$ cat config.mk
export PLATFORM = sky130hd
export DESIGN_NAME = game_round_controller
export DESIGN_NICKNAME = d
export VERILOG_FILES = /design/src/rtl/game_ctrl_pkg.sv /design/src/rtl/btn_edge.sv /design/src/rtl/game_round_controller.sv
export SDC_FILE = /design/constraint.sdc
export NUM_CORES = 1
export LEC_CHECK = 0
export ABC_CLOCK_PERIOD_IN_PS = 4230
export CELL_PAD_IN_SITES_DETAIL_PLACEMENT = 1
export CELL_PAD_IN_SITES_GLOBAL_PLACEMENT = 1
export CORE_MARGIN = 4
export CORE_UTILIZATION = 38
export CTS_BUF_LIST = sky130_fd_sc_hd__clkbuf_4 sky130_fd_sc_hd__clkbuf_8
export DETAILED_ROUTE_END_ITERATION = 8
export PLACE_DENSITY_LB_ADDON = 0.08
export SETUP_SLACK_MARGIN = 0.4
export SYNTH_ARGS = -nofsm -noshare
export SYNTH_HDL_FRONTEND = slang
export SYNTH_SLANG_ARGS = --single-unit
$ cat constraint.sdc
create_clock -name clk -period 4.23 [get_ports clk]
set_input_delay 0.423 -clock clk [delete_from_list [all_inputs] [get_ports clk]]
set_output_delay 0.423 -clock clk [all_outputs]
set_load 0.005 [all_outputs]
$ cat src/rtl/game_ctrl_pkg.sv
// Shared definitions for the game round controller: state encoding,
// parameter defaults and the saturating level-target calculation.
package game_ctrl_pkg;

  typedef enum logic [2:0] {
    IDLE  = 3'd0,
    LOAD  = 3'd1,
    PLAY  = 3'd2,
    PAUSE = 3'd3,
    CHECK = 3'd4,
    CLEAR = 3'd5,
    WIN   = 3'd6,
    LOSE  = 3'd7
  } state_e;

  localparam int          DEF_MAX_LEVEL   = 8;
  localparam logic [15:0] DEF_TARGET_BASE = 16'd650;
  localparam logic [15:0] DEF_TARGET_STEP = 16'd500;

  // Wide intermediate so large levels or steps clamp at 16'hFFFF instead of wrapping.
  function automatic logic [15:0] calc_target(input logic [3:0]  lvl,
                                              input logic [15:0] base,
                                              input logic [15:0] step);
    logic [31:0] sum;
    sum = 32'(base) + 32'(lvl) * 32'(step);
    return (sum > 32'h0000_FFFF) ? 16'hFFFF : sum[15:0];
  endfunction

endpackage

$ cat src/rtl/btn_edge.sv
// Rising-edge detector for a synchronous button level; a held button
// yields exactly one single-cycle edge.
module btn_edge (
  input  logic clk,
  input  logic resetn,
  input  logic btn_i,
  output logic edge_o
);

  logic prev_q;

  always_ff @(posedge clk or negedge resetn) begin
    if (!resetn) prev_q <= 1'b0;
    else         prev_q <= btn_i;
  end

  assign edge_o = btn_i & ~prev_q;

endmodule

$ cat src/rtl/game_round_controller.sv
// Round sequencing for the game: loads level targets, runs and pauses the
// round timer, judges the score at time-up and tracks win/lose.
module game_round_controller
  import game_ctrl_pkg::*;
#(
  parameter int          MAX_LEVEL   = DEF_MAX_LEVEL,
  parameter logic [15:0] TARGET_BASE = DEF_TARGET_BASE,
  parameter logic [15:0] TARGET_STEP = DEF_TARGET_STEP
) (
  input  logic        clk,
  input  logic        resetn,
  input  logic        start,
  input  logic        pause,
  input  logic        time_up,
  input  logic [15:0] score,
  output logic        timer_enable,
  output logic        time_resetn,
  output logic        move_enable,
  output logic        score_clear,
  output logic [3:0]  level,
  output logic [15:0] target,
  output logic        level_clear,
  output logic        game_over,
  output logic        win
);

  localparam logic [3:0] LAST_LEVEL = 4'(MAX_LEVEL - 1);

  state_e      state_q, state_d;
  logic [3:0]  level_q, level_d;
  logic [15:0] target_q, target_d;
  logic        startEdge, pauseEdge;

  btn_edge u_start_edge (
    .clk    (clk),
    .resetn (resetn),
    .btn_i  (start),
    .edge_o (startEdge)
  );

  btn_edge u_pause_edge (
    .clk    (clk),
    .resetn (resetn),
    .btn_i  (pause),
    .edge_o (pauseEdge)
  );

  always_ff @(posedge clk or negedge resetn) begin
    if (!resetn) begin
      state_q  <= IDLE;
      level_q  <= 4'd0;
      target_q <= TARGET_BASE;
    end else begin
      state_q  <= state_d;
      level_q  <= level_d;
      target_q <= target_d;
    end
  end

  // The timer holds its count (time_resetn high) everywhere except IDLE and LOAD.
  always_comb begin
    state_d      = state_q;
    level_d      = level_q;
    target_d     = target_q;
    timer_enable = 1'b0;
    time_resetn  = 1'b1;
    move_enable  = 1'b0;
    score_clear  = 1'b0;
    level_clear  = 1'b0;
    game_over    = 1'b0;
    win          = 1'b0;

    case (state_q)
      IDLE: begin
        time_resetn = 1'b0;
        if (startEdge) state_d = LOAD;
      end
      LOAD: begin
        time_resetn = 1'b0;
        score_clear = (level_q == 4'd0);
        target_d    = calc_target(level_q, TARGET_BASE, TARGET_STEP);
        state_d     = PLAY;
      end
      PLAY: begin
        timer_enable = 1'b1;
        move_enable  = 1'b1;
        if (time_up)        state_d = CHECK;
        else if (pauseEdge) state_d = PAUSE;
      end
      PAUSE: begin
        if (pauseEdge) state_d = PLAY;
      end
      CHECK: begin
        if (score >= target_q) state_d = (level_q == LAST_LEVEL) ? WIN : CLEAR;
        else                   state_d = LOSE;
      end
      CLEAR: begin
        level_clear = 1'b1;
        if (startEdge) begin
          level_d = level_q + 4'd1;
          state_d = LOAD;
        end
      end
      WIN, LOSE: begin
        game_over = 1'b1;
        win       = (state_q == WIN);
        if (startEdge) begin
          level_d = 4'd0;
          state_d = LOAD;
        end
      end
      default: state_d = IDLE;
    endcase
  end

  assign level  = level_q;
  assign target = target_q;

endmodule

==> results of run 1 <==
-- layout make-up --
class                           count  area [um2]  share of cell area [%]
Sequential cell                    21         531                    20.7
Multi-Input combinational cell    168        1350                    52.9
Timing Repair Buffer               44         435                    17.0
Inverter                           27         101                    3.96
Clock buffer                        4        48.8                    1.91
Tap cell                           70        87.6                    3.42
-- state kept, by name (all words and copies together) (netlist names) --
register             cells
level                    4
state_q                  3
target                  12
u_pause_edge.prev_q      1
u_start_edge.prev_q      1
-- through the flow --
stage	instances	util, %	setup slack, ns
finish	334	49.8	0.732
global placement	330	48.8	0.695
global route	334	49.8	0.477
floorplan	226	-	0.967
CTS	334	49.7	0.613
detailed placement	330	48.8	0.666
-- power groups by stage --
stage          clock, mW  combinational [mW]  sequential, mW
2_1_floorplan          0               0.560           0.345
6_report           0.140               0.774           0.383
4_1_cts            0.146               0.794           0.384
5_1_grt            0.155               0.899           0.403
3_5_place_dp           0               0.786           0.388
3_3_place_gp           0               0.773           0.390
-- worst register-to-register path: stages, from the launching register on --
cell and delay [ns]:
sky130_fd_sc_hd__dfrtp_2 0.52, sky130_fd_sc_hd__fa_1 0.68, sky130_fd_sc_hd__inv_1 0.08, sky130_fd_sc_hd__fa_1 0.44, sky130_fd_sc_hd__ha_1 0.25, sky130_fd_sc_hd__a2111o_1 0.41
sky130_fd_sc_hd__o22ai_1 0.22, sky130_fd_sc_hd__xor2_1 0.13, sky130_fd_sc_hd__or4_1 0.56, sky130_fd_sc_hd__o21ai_1 0.14
-- cell usage in the layout, fill, tap and decap left out, types with 6 or more instances in the layout --
cell type,n
sky130_fd_sc_hd__clkdlybuf4s50_1,42
sky130_fd_sc_hd__ha_1,31
sky130_fd_sc_hd__inv_1,26
sky130_fd_sc_hd__nand2_1,18
sky130_fd_sc_hd__dfrtp_1,17
sky130_fd_sc_hd__o21ai_0,15
sky130_fd_sc_hd__nor2_1,8
sky130_fd_sc_hd__a21oi_1,7
sky130_fd_sc_hd__fa_1,7
sky130_fd_sc_hd__xnor2_1,6
-- repair_timing --
| item | in CTS | in global routing |
|---|---|---|
| setup endpoints to repair | 0 | 1 |
| gates resized for setup | 0 | 1 |
| hold buffers | 0 | 0 |
| endpoints found under the hold margin | 0 | 0 |
-- how the worst min path moves through the flow --
stage                       endpoint  slack (ns)  depth (start not counted)
2_1_floorplan   level[0]$_DFFE_PN0P_        0.13                          0
3_3_place_gp   target[3]$_DFFE_PN1N_        0.48                          2
3_5_place_dp   target[3]$_DFFE_PN1N_        0.49                          2
4_1_cts        target[3]$_DFFE_PN1N_        0.50                          2
5_1_grt        target[7]$_DFFE_PN1N_        0.55                          2
6_report       target[3]$_DFFE_PN1N_        0.49                          2
-- cell families (layout without fill, tap and decap cells) --
| kind of cell | count (synthesis) | in the layout |
|---|---|---|
| fa+ha+maj | 38 | 38 |
| mux | 2 | 2 |
| other cells | 2 | 4 |
| xor+xnor | 9 | 9 |
| simple gates | 55 | 55 |
| compound gates | 60 | 60 |
| flops | 21 | 21 |
| buf+inv | 37 | 75 |
-- metal layers --
layer | share of wire (%) | vias up | global-route usage [%]
met1 | 45 | 831 | 21.8
met3 | 5.1 | 2 | 2.99
met2 | 49 | 44 | 26.7
met5 | 0 | - | 0
met4 | 0.29 | 0 | 2.03
li1 | - | 856 | -
==> results by stage, run 1 <==
Outcome:
- The flow ran to the end, and the final reports show no timing, DRC or antenna violations.

Global routing:
- Entering global routing, the biggest net connects 22 pins.
- The first-pass GRT wire length is roughly 8.3 mm.
- The via count of the first global-routing pass is 1,762.
- The number of antenna violations at the first check in global routing is 0.
- Summed over all layers, the global routing overflow is 0.
- The total global-route track usage is 15.9%.

Placement:
- Buffers placed on the I/O ports in this run total 42.
- Summed over all nets, the half-perimeter wirelength after detailed placement is around 3.9 mm.
- At the end of routability-driven placement, the weighted congestion stood at 0.785.
- The placed standard-cell area is approximately 2500 um2.

Synth:
- Synthesis produced approximately 220 cells.
- The number of distinct library cells after synthesis is between 50 and 60.
- The mapped netlist covers around 2000 um2.
- The number of storage elements in the synthesis netlist is 21.
- Summing the areas of all fa, ha and maj instances in the mapped netlist gives between 20% and 30% of the synthesized area.
- The Yosys step of the flow raised 0 warnings.
- Of the total synthesized cell area, the portion taken by AND, OR, NAND and NOR gates is 14.0%.
- The post-synthesis async set-or-reset flop share is 100%.
- The cell type contributing the most total cell area after synthesis is sky130_fd_sc_hd__dfrtp_1.
- After Yosys synthesis, XOR and XNOR cells account for about 4.2% of the synthesized area.
- The proportion of synthesized chip area in sequential cells is approximately a quarter.
- In the post-synthesis netlist, the cell with the most instances is sky130_fd_sc_hd__ha_1.
- The compound-cell area share of the yosys netlist is about a fifth.
- Ranked by instance count, the synthesized netlist is headed by 31 x sky130_fd_sc_hd__ha_1, 26 x sky130_fd_sc_hd__inv_1, 18 x sky130_fd_sc_hd__dfrtp_1, 18 x sky130_fd_sc_hd__nand2_1, 15 x sky130_fd_sc_hd__o21ai_0.
- In the synthesized netlist the dominant register cell turns out to be sky130_fd_sc_hd__dfrtp_1.
- The fraction of post-synthesis cell area in the top cell type by area is between 20% and 30%.
- The multiplexer area fraction after synthesis is less than 1%.
- The main combinational cell family by area after synthesis is adder cells.
- The count of flip-flops with a built-in enable after synthesis is 0.
- Yosys attributes the largest share of cell area to sky130_fd_sc_hd__dfrtp_1 22%, sky130_fd_sc_hd__ha_1 19%, sky130_fd_sc_hd__fa_1 6.9%.
- After synthesis, the mean cell area works out to 9.08 um2.

Power:
- The clock group share of total power is a little over a tenth.
- The combinational group share of total power is around three fifths.
- The maximum vdd ir drop is roughly 0.25 mV.
- The power per unit of standard cell area is 507 nW/um2.
- Of the total power, the share spent switching nets is approximately 43%.
- For this design the total switching power over the nets is between 500 and 600 uW.
- The internal portion of total power is between 700 and 800 uW.
- Sequential cells burn 29.5% of the power.
- Overall power consumption after layout is estimated at between 1 and 1.5 mW.
- The analysis attributes to cell leakage a power of approximately 1.2 nW.

Setup path:
- In this run the worst setup path begins at level[1]$_DFFE_PN0P_.
- By startpoint and endpoint, the worst setup path is classified as flop to flop.
- The biggest fanout along the worst timing path is 11.
- The worst register-to-register path begins at level[1]$_DFFE_PN0P_.
- The reg-to-reg setup timing slack is approximately 0.73 ns.
- The end of the worst register-to-register path is target[13]$_DFFE_PN0N_.
- The sort of element at the start of the critical path is a flop.
- STA classifies the critical path endpoint as a flop.
- The most frequent cell on the critical path is sky130_fd_sc_hd__fa_1.
- The number of stages on the worst setup path is 9.
- The largest individual stage delay along the critical path comes from the cell sky130_fd_sc_hd__fa_1.
- The data required time at the worst endpoint is about 4.4 ns.
- The critical path goes through fa_1, inv_1, fa_1, ha_1, a2111o_1, o22ai_1, xor2_1, or4_1, o21ai_1.
- In this run the worst setup path terminates at target[13]$_DFFE_PN0N_.
- STA puts the critical path data arrival time at 3.68 ns.
- The count of buffering cells on the critical path with inverters included is 1.
- In this design, the largest share of critical-path delay is due to adder cells.
- The biggest cell delay along the critical path is around 0.68 ns.
- The worst reg-to-reg path cell count is 9.

Timing:
- The post-route worst hold slack is slightly below 0.5 ns.
- The final setup violation count is 0.
- The share of the clock period used by the worst path after layout is between 80% and 90%.
- The clock period could shrink to roughly 3.5 ns.
- The relative max-transition margin is between 30 and 40%.
- Adding up every negative setup slack in the final design gives 0 ns.
- The worst clock skew on the final layout is around 0.00077 ns.
- Setup repair after global routing left no endpoint under its margin.
- At the pin with the least slew margin, the transition time is between 0.9 and 1 ns.
- The number of hold-slack violations in the final timing report was 0.
- The count of final max-slew check failures is 0.
- The maximum clock frequency is approximately 290 MHz.

Floorplanning:
- The initial utilization of the core area, before any placement, comes to between 30% and 40%.
- After floorplanning, the core was divided into 26 placement rows.
- In this run the count of I/O pins placed on the die edge is 48.
- The floorplan die area is ~6600 um2.
- The floorplan die height is just over 80 um.
- Measured along the x axis, the die boundary spans a little over 80 um.
- The core box area is 5140 um2.

Finish:
- The number of fill cells is about 640.
- The share of post-route cells with drive strength above 1 is under 10%.
- Once layout is done, the placed cells without fillers occupy around 2600 um2.
- The total inserted antenna cells is 0.
- From synthesis to final layout, the design area changed by 25.8%.
- The net count of the finished layout is ~320.

Route:
- Dividing the detail-routed wire length by the instance count gives roughly 15 um.
- The via density per instance is a little over 5.
- The routed layout has 1,733 vias.
- After detailed routing, the total wire length is 4.86 mm.
- Before antenna repair, the detailed router went through 4 iterations.
- The number of remaining DRC errors is 0.
- The count of routing violations after the opening detailed-route iteration is 58.
- The count of nets left with antenna violations once routing finished came out at 0.

CTS:
- In this run the number of H-tree levels came out at 1.
- The clock-pin transition on the worst setup and hold timing paths is roughly 0.08 ns.
- The clock latency of the later-clocked register in the worst-skew pair is roughly 0.26 ns.
- Counting the buffers created by CTS gives 3.
- Post-CTS timing repair inserted 0 buffers for setup.
- The clock root buffer is sky130_fd_sc_hd__clkbuf_8.
- TritonCTS built the clock tree.
- The sink count of the clock tree is 21.
- Counting along the longest clock path gives a buffer depth of 2.

Flow run:
- Across the run, the number of max-cap violations was 0.

Min path:
- The startpoint of the most critical hold path is target[3]$_DFFE_PN1N_.
- The path class of the lowest-slack min-delay path is flop to flop.
(Power assumes the default switching activity.)
==> run 2: changes to the inputs <==
--- a/config.mk
+++ b/config.mk
@@ -5,7 +5,7 @@
 export SDC_FILE = /design/constraint.sdc
 export NUM_CORES = 1
 export LEC_CHECK = 0
-export ABC_CLOCK_PERIOD_IN_PS = 4230
+export ABC_CLOCK_PERIOD_IN_PS = 3400
 export CELL_PAD_IN_SITES_DETAIL_PLACEMENT = 1
 export CELL_PAD_IN_SITES_GLOBAL_PLACEMENT = 1
 export CORE_MARGIN = 4
==> constraint.sdc (replaced) <==
create_clock -name clk -period 3.4 [get_ports clk]
set_input_delay 0.34 -clock clk [delete_from_list [all_inputs] [get_ports clk]]
set_output_delay 0.34 -clock clk [all_outputs]
set_load 0.005 [all_outputs]
==> results by stage, run 2 (synthesized netlist as in run 1, its figures left out) <==
Outcome:
- The run finished with clean final reports.

Finish:
- The most common cell after layout, fill and taps aside is sky130_fd_sc_hd__clkdlybuf4s50_1.
- The share of post-route cells with drive strength above 1 is 22.8% (+16 points).
- The library cells used most frequently in the layout, excluding fill and tap cells, are 42 x sky130_fd_sc_hd__clkdlybuf4s50_1, 27 x sky130_fd_sc_hd__ha_1, 25 x sky130_fd_sc_hd__inv_1.
- The number of flip-flops under the largest register name is 12 (unchanged).
- The total inserted antenna cells is 0 (unchanged).
- The net count of the finished layout is 345 (+6.5%).
- The layout-stage area growth over the synthesis result is 43.1%.

Setup path:
- The data required time at the worst endpoint was 3.60 ns (-0.81 ns).
- The signal on the critical path passes through fa_2, inv_2, fa_1, ha_4, nor2_4, a21oi_4, mux2i_1, nand2_1, buf_4, or4_4, o21ai_2.
- The biggest cell delay along the critical path is 0.61 ns (-0.07 ns).
- The worst reg-to-reg path cell count is 11 (+2).
- The sort of element at the start of the critical path is a flop.
- By startpoint and endpoint, the worst setup path is classified as flop to flop.
- The cell type group with the largest total delay on the critical path is adder cells.
- STA classifies the critical path endpoint as a flop.
- The number of stages on the worst setup path came to 11 (+2).
- The count of buffering cells on the critical path with inverters included is 2 (+1).
- The biggest fanout along the worst timing path was 4 (-7).
- The slowest stage of the critical path is the sky130_fd_sc_hd__fa_2 cell.
- The arrival time of the worst setup path came to 3.52 ns (-0.16 ns).

Floorplanning:
- The core box area was 5140 um2 (unchanged).
- The starting density of the core was 39.6% (unchanged).
- The floorplan die height was 81.1 um (unchanged).
- The number of standard-cell rows in the floorplan was 26 (unchanged).
- The overall die width is 81.1 um (unchanged).
- The number of I/O pins came to 48 (unchanged).
- The floorplan die area is 6580 um2 (unchanged).

Route:
- The count of routing violations after the opening detailed-route iteration came to 66 (+14%).
- The overall routed net length was 6.16 mm (+27%).
- The length of the first detailed-routing pass in iterations came to 4 (unchanged).
- The remaining antenna violation count after routing came to 0 (unchanged).
- The number of remaining DRC errors is 0 (unchanged).
- The wire length per cell is 17.4 um (+19%).
- The via density per instance was 5.22 (+0.55%).
- The count of vias placed by the detailed router is 1,852 (+6.9%).

Timing:
- The post-layout worst setup margin is 0.0842 ns (-0.648 ns).
- The worst clock skew on the final layout is 0.00306 ns (+0.00229 ns).
- The relative max-transition margin is 34.1% (-0.54 points).
- The count of final max-slew check failures is 0 (unchanged).
- The summed negative setup slack over all endpoints is 0 ns (unchanged).
- The transition at the pin with the smallest max-transition slack is 0.985 ns (+0.00800 ns).
- The number of hold-slack violations in the final timing report is 0 (unchanged).
- The final critical path time including I/O delays and setup is 3.32 ns (-0.182 ns).
- The share of the clock period used by the worst path after layout is 97.5% (+15 points).
- Setup repair after global routing could not meet its margin everywhere.
- The final setup violation count was 0 (unchanged).
- The maximum clock frequency is 302 MHz (+5.5%).

Power:
- The maximum vdd ir drop is 0.366 mV (+49%).
- The internal portion of total power is 1.07 mW (+46%).
- The switching power came to 861 uW (+54%).
- The leakage component of the power is 1.38 nW (+17%).
- The combinational group share of total power came to 67.0% (+7.3 points).
- The clock group share of total power is 9.3% (-1.5 points).
- The fraction of power spent switching nets is 44.5% (+1.3 points).
- The sequential power share is 23.7% (-5.8 points).
- The power per unit of standard cell area is 665 nW/um2 (+31%).

CTS:
- The number of H-tree levels was 1 (unchanged).
- TritonCTS built the clock tree.
- The clock latency of the later-clocked register in the worst-skew pair is 0.27 ns (about the same).
- The clock-pin transition on the worst setup and hold timing paths is 0.09 ns (about the same).
- The sink count of the clock tree is 21 (unchanged).
- The clock root buffer is sky130_fd_sc_hd__clkbuf_8.
- The total CTS buffers was 3 (unchanged).
- The largest buffer count on any clock path is 2 (unchanged).

Min path:
- The min-delay analysis places its worst path in the category flop to flop.
- The cell count of the worst hold path is 2 (unchanged).

Placement:
- The HPWL reported at the end of detailed placement came to 4.19 mm (+6.8%).
- The worst setup slack before clock tree synthesis is 0.0485 ns (-0.617 ns).
- The routability-driven placement congestion ratio came to 0.835 (+6.5%).
- The number of I/O port buffers is 42 (unchanged).

Global routing:
- The maximum number of pins on one net before global-route repair is 22 (unchanged).
- The total global-route track usage is 18.5% (+2.5 points).
- The remaining global-route overflow came to 0 (unchanged).
- The first-pass GRT wire length is 9.51 mm (+14%).
- The via count of the first global-routing pass came to 2,003 (+14%).
- The number of antenna violations at the first check in global routing is 0 (unchanged).

Flow run:
- The max-cap check violation count is 0 (unchanged).
-- run 2: changes by cell type in the layout (fill, tap and decap cells not counted), sizes merged --
cell,previous run,this run
buf,2,23
clkbuf,4,3
clkinv,1,2
-- run 2: power by group through the flow --
stage	Combinational (mW)	Sequential, mW	Clock (mW)
global placement	1.01	0.471	0
finish	1.30	0.458	0.180
detailed placement	1.03	0.473	0
floorplan	0.711	0.432	0
global route	1.44	0.478	0.195
CTS	1.13	0.461	0.182
-- run 2: stage by stage --
| stage | power, mW | instances | cell area [um2] | hold WS (ns) | utilization, % |
|---|---|---|---|---|---|
| after floorplan | 1.14 | 226 | 2070 | 0.0444 | - |
| after global placement | 1.48 | 334 | 2560 | 0.482 | 49.9 |
| after detailed placement | 1.51 | 334 | 2560 | 0.487 | 49.9 |
| after CTS | 1.77 | 350 | 2750 | 0.501 | 53.6 |
| after global routing | 2.11 | 355 | 2910 | 0.523 | 56.6 |
| final | 1.93 | 355 | 2910 | 0.495 | 56.6 |
-- run 2: final timing paths --
check,slack (ns),endpoint,startpoint
setup / recovery,0.08,target[13]$_DFFE_PN0N_,level[2]$_DFFE_PN0P_
hold / removal,0.49,target[3]$_DFFE_PN1N_,target[3]$_DFFE_PN1N_
setup reg to reg,0.08,target[13]$_DFFE_PN0N_,level[2]$_DFFE_PN0P_
hold reg to reg,0.49,target[3]$_DFFE_PN1N_,target[3]$_DFFE_PN1N_
max in group asynchronous,2.13,level[3]$_DFFE_PN0P_,resetn
min in group asynchronous,0.61,target[6]$_DFFE_PN0N_,resetn
-- run 2: worst min-delay path: stages (launching register included) --
cell	delay, ns
sky130_fd_sc_hd__dfstp_2	0.38
sky130_fd_sc_hd__nand2_1	0.04
sky130_fd_sc_hd__o21ai_0	0.07
-- run 2: metal layers --
metal,global-route usage (%),vias up,part of all wire [%],wire length (um)
li1,-,899,-,-
met1,22.6,910,44,2690
met2,35.0,37,53,3250
met3,2.44,6,2.9,176
met4,2.36,0,0.80,49
met5,0,-,0,0
-- run 2: repair_timing --
item / in CTS / in global routing
resized for setup: 9 / 24
setup endpoints to repair: 5 / 6
pin swaps: 14 / 18
hold buffers: 0 / 0
buffers inserted: 12 / 5
-- run 2: layout make-up --
cell class                      instances  area (um2)
Clock buffer                            3        41.3
Clock inverter                          1        5.00
Fill cell                             622        2230
Inverter                               27         101
Multi-Input combinational cell        168        1540
Sequential cell                        21         533
Tap cell                               70        87.6
Timing Repair Buffer                   65         604
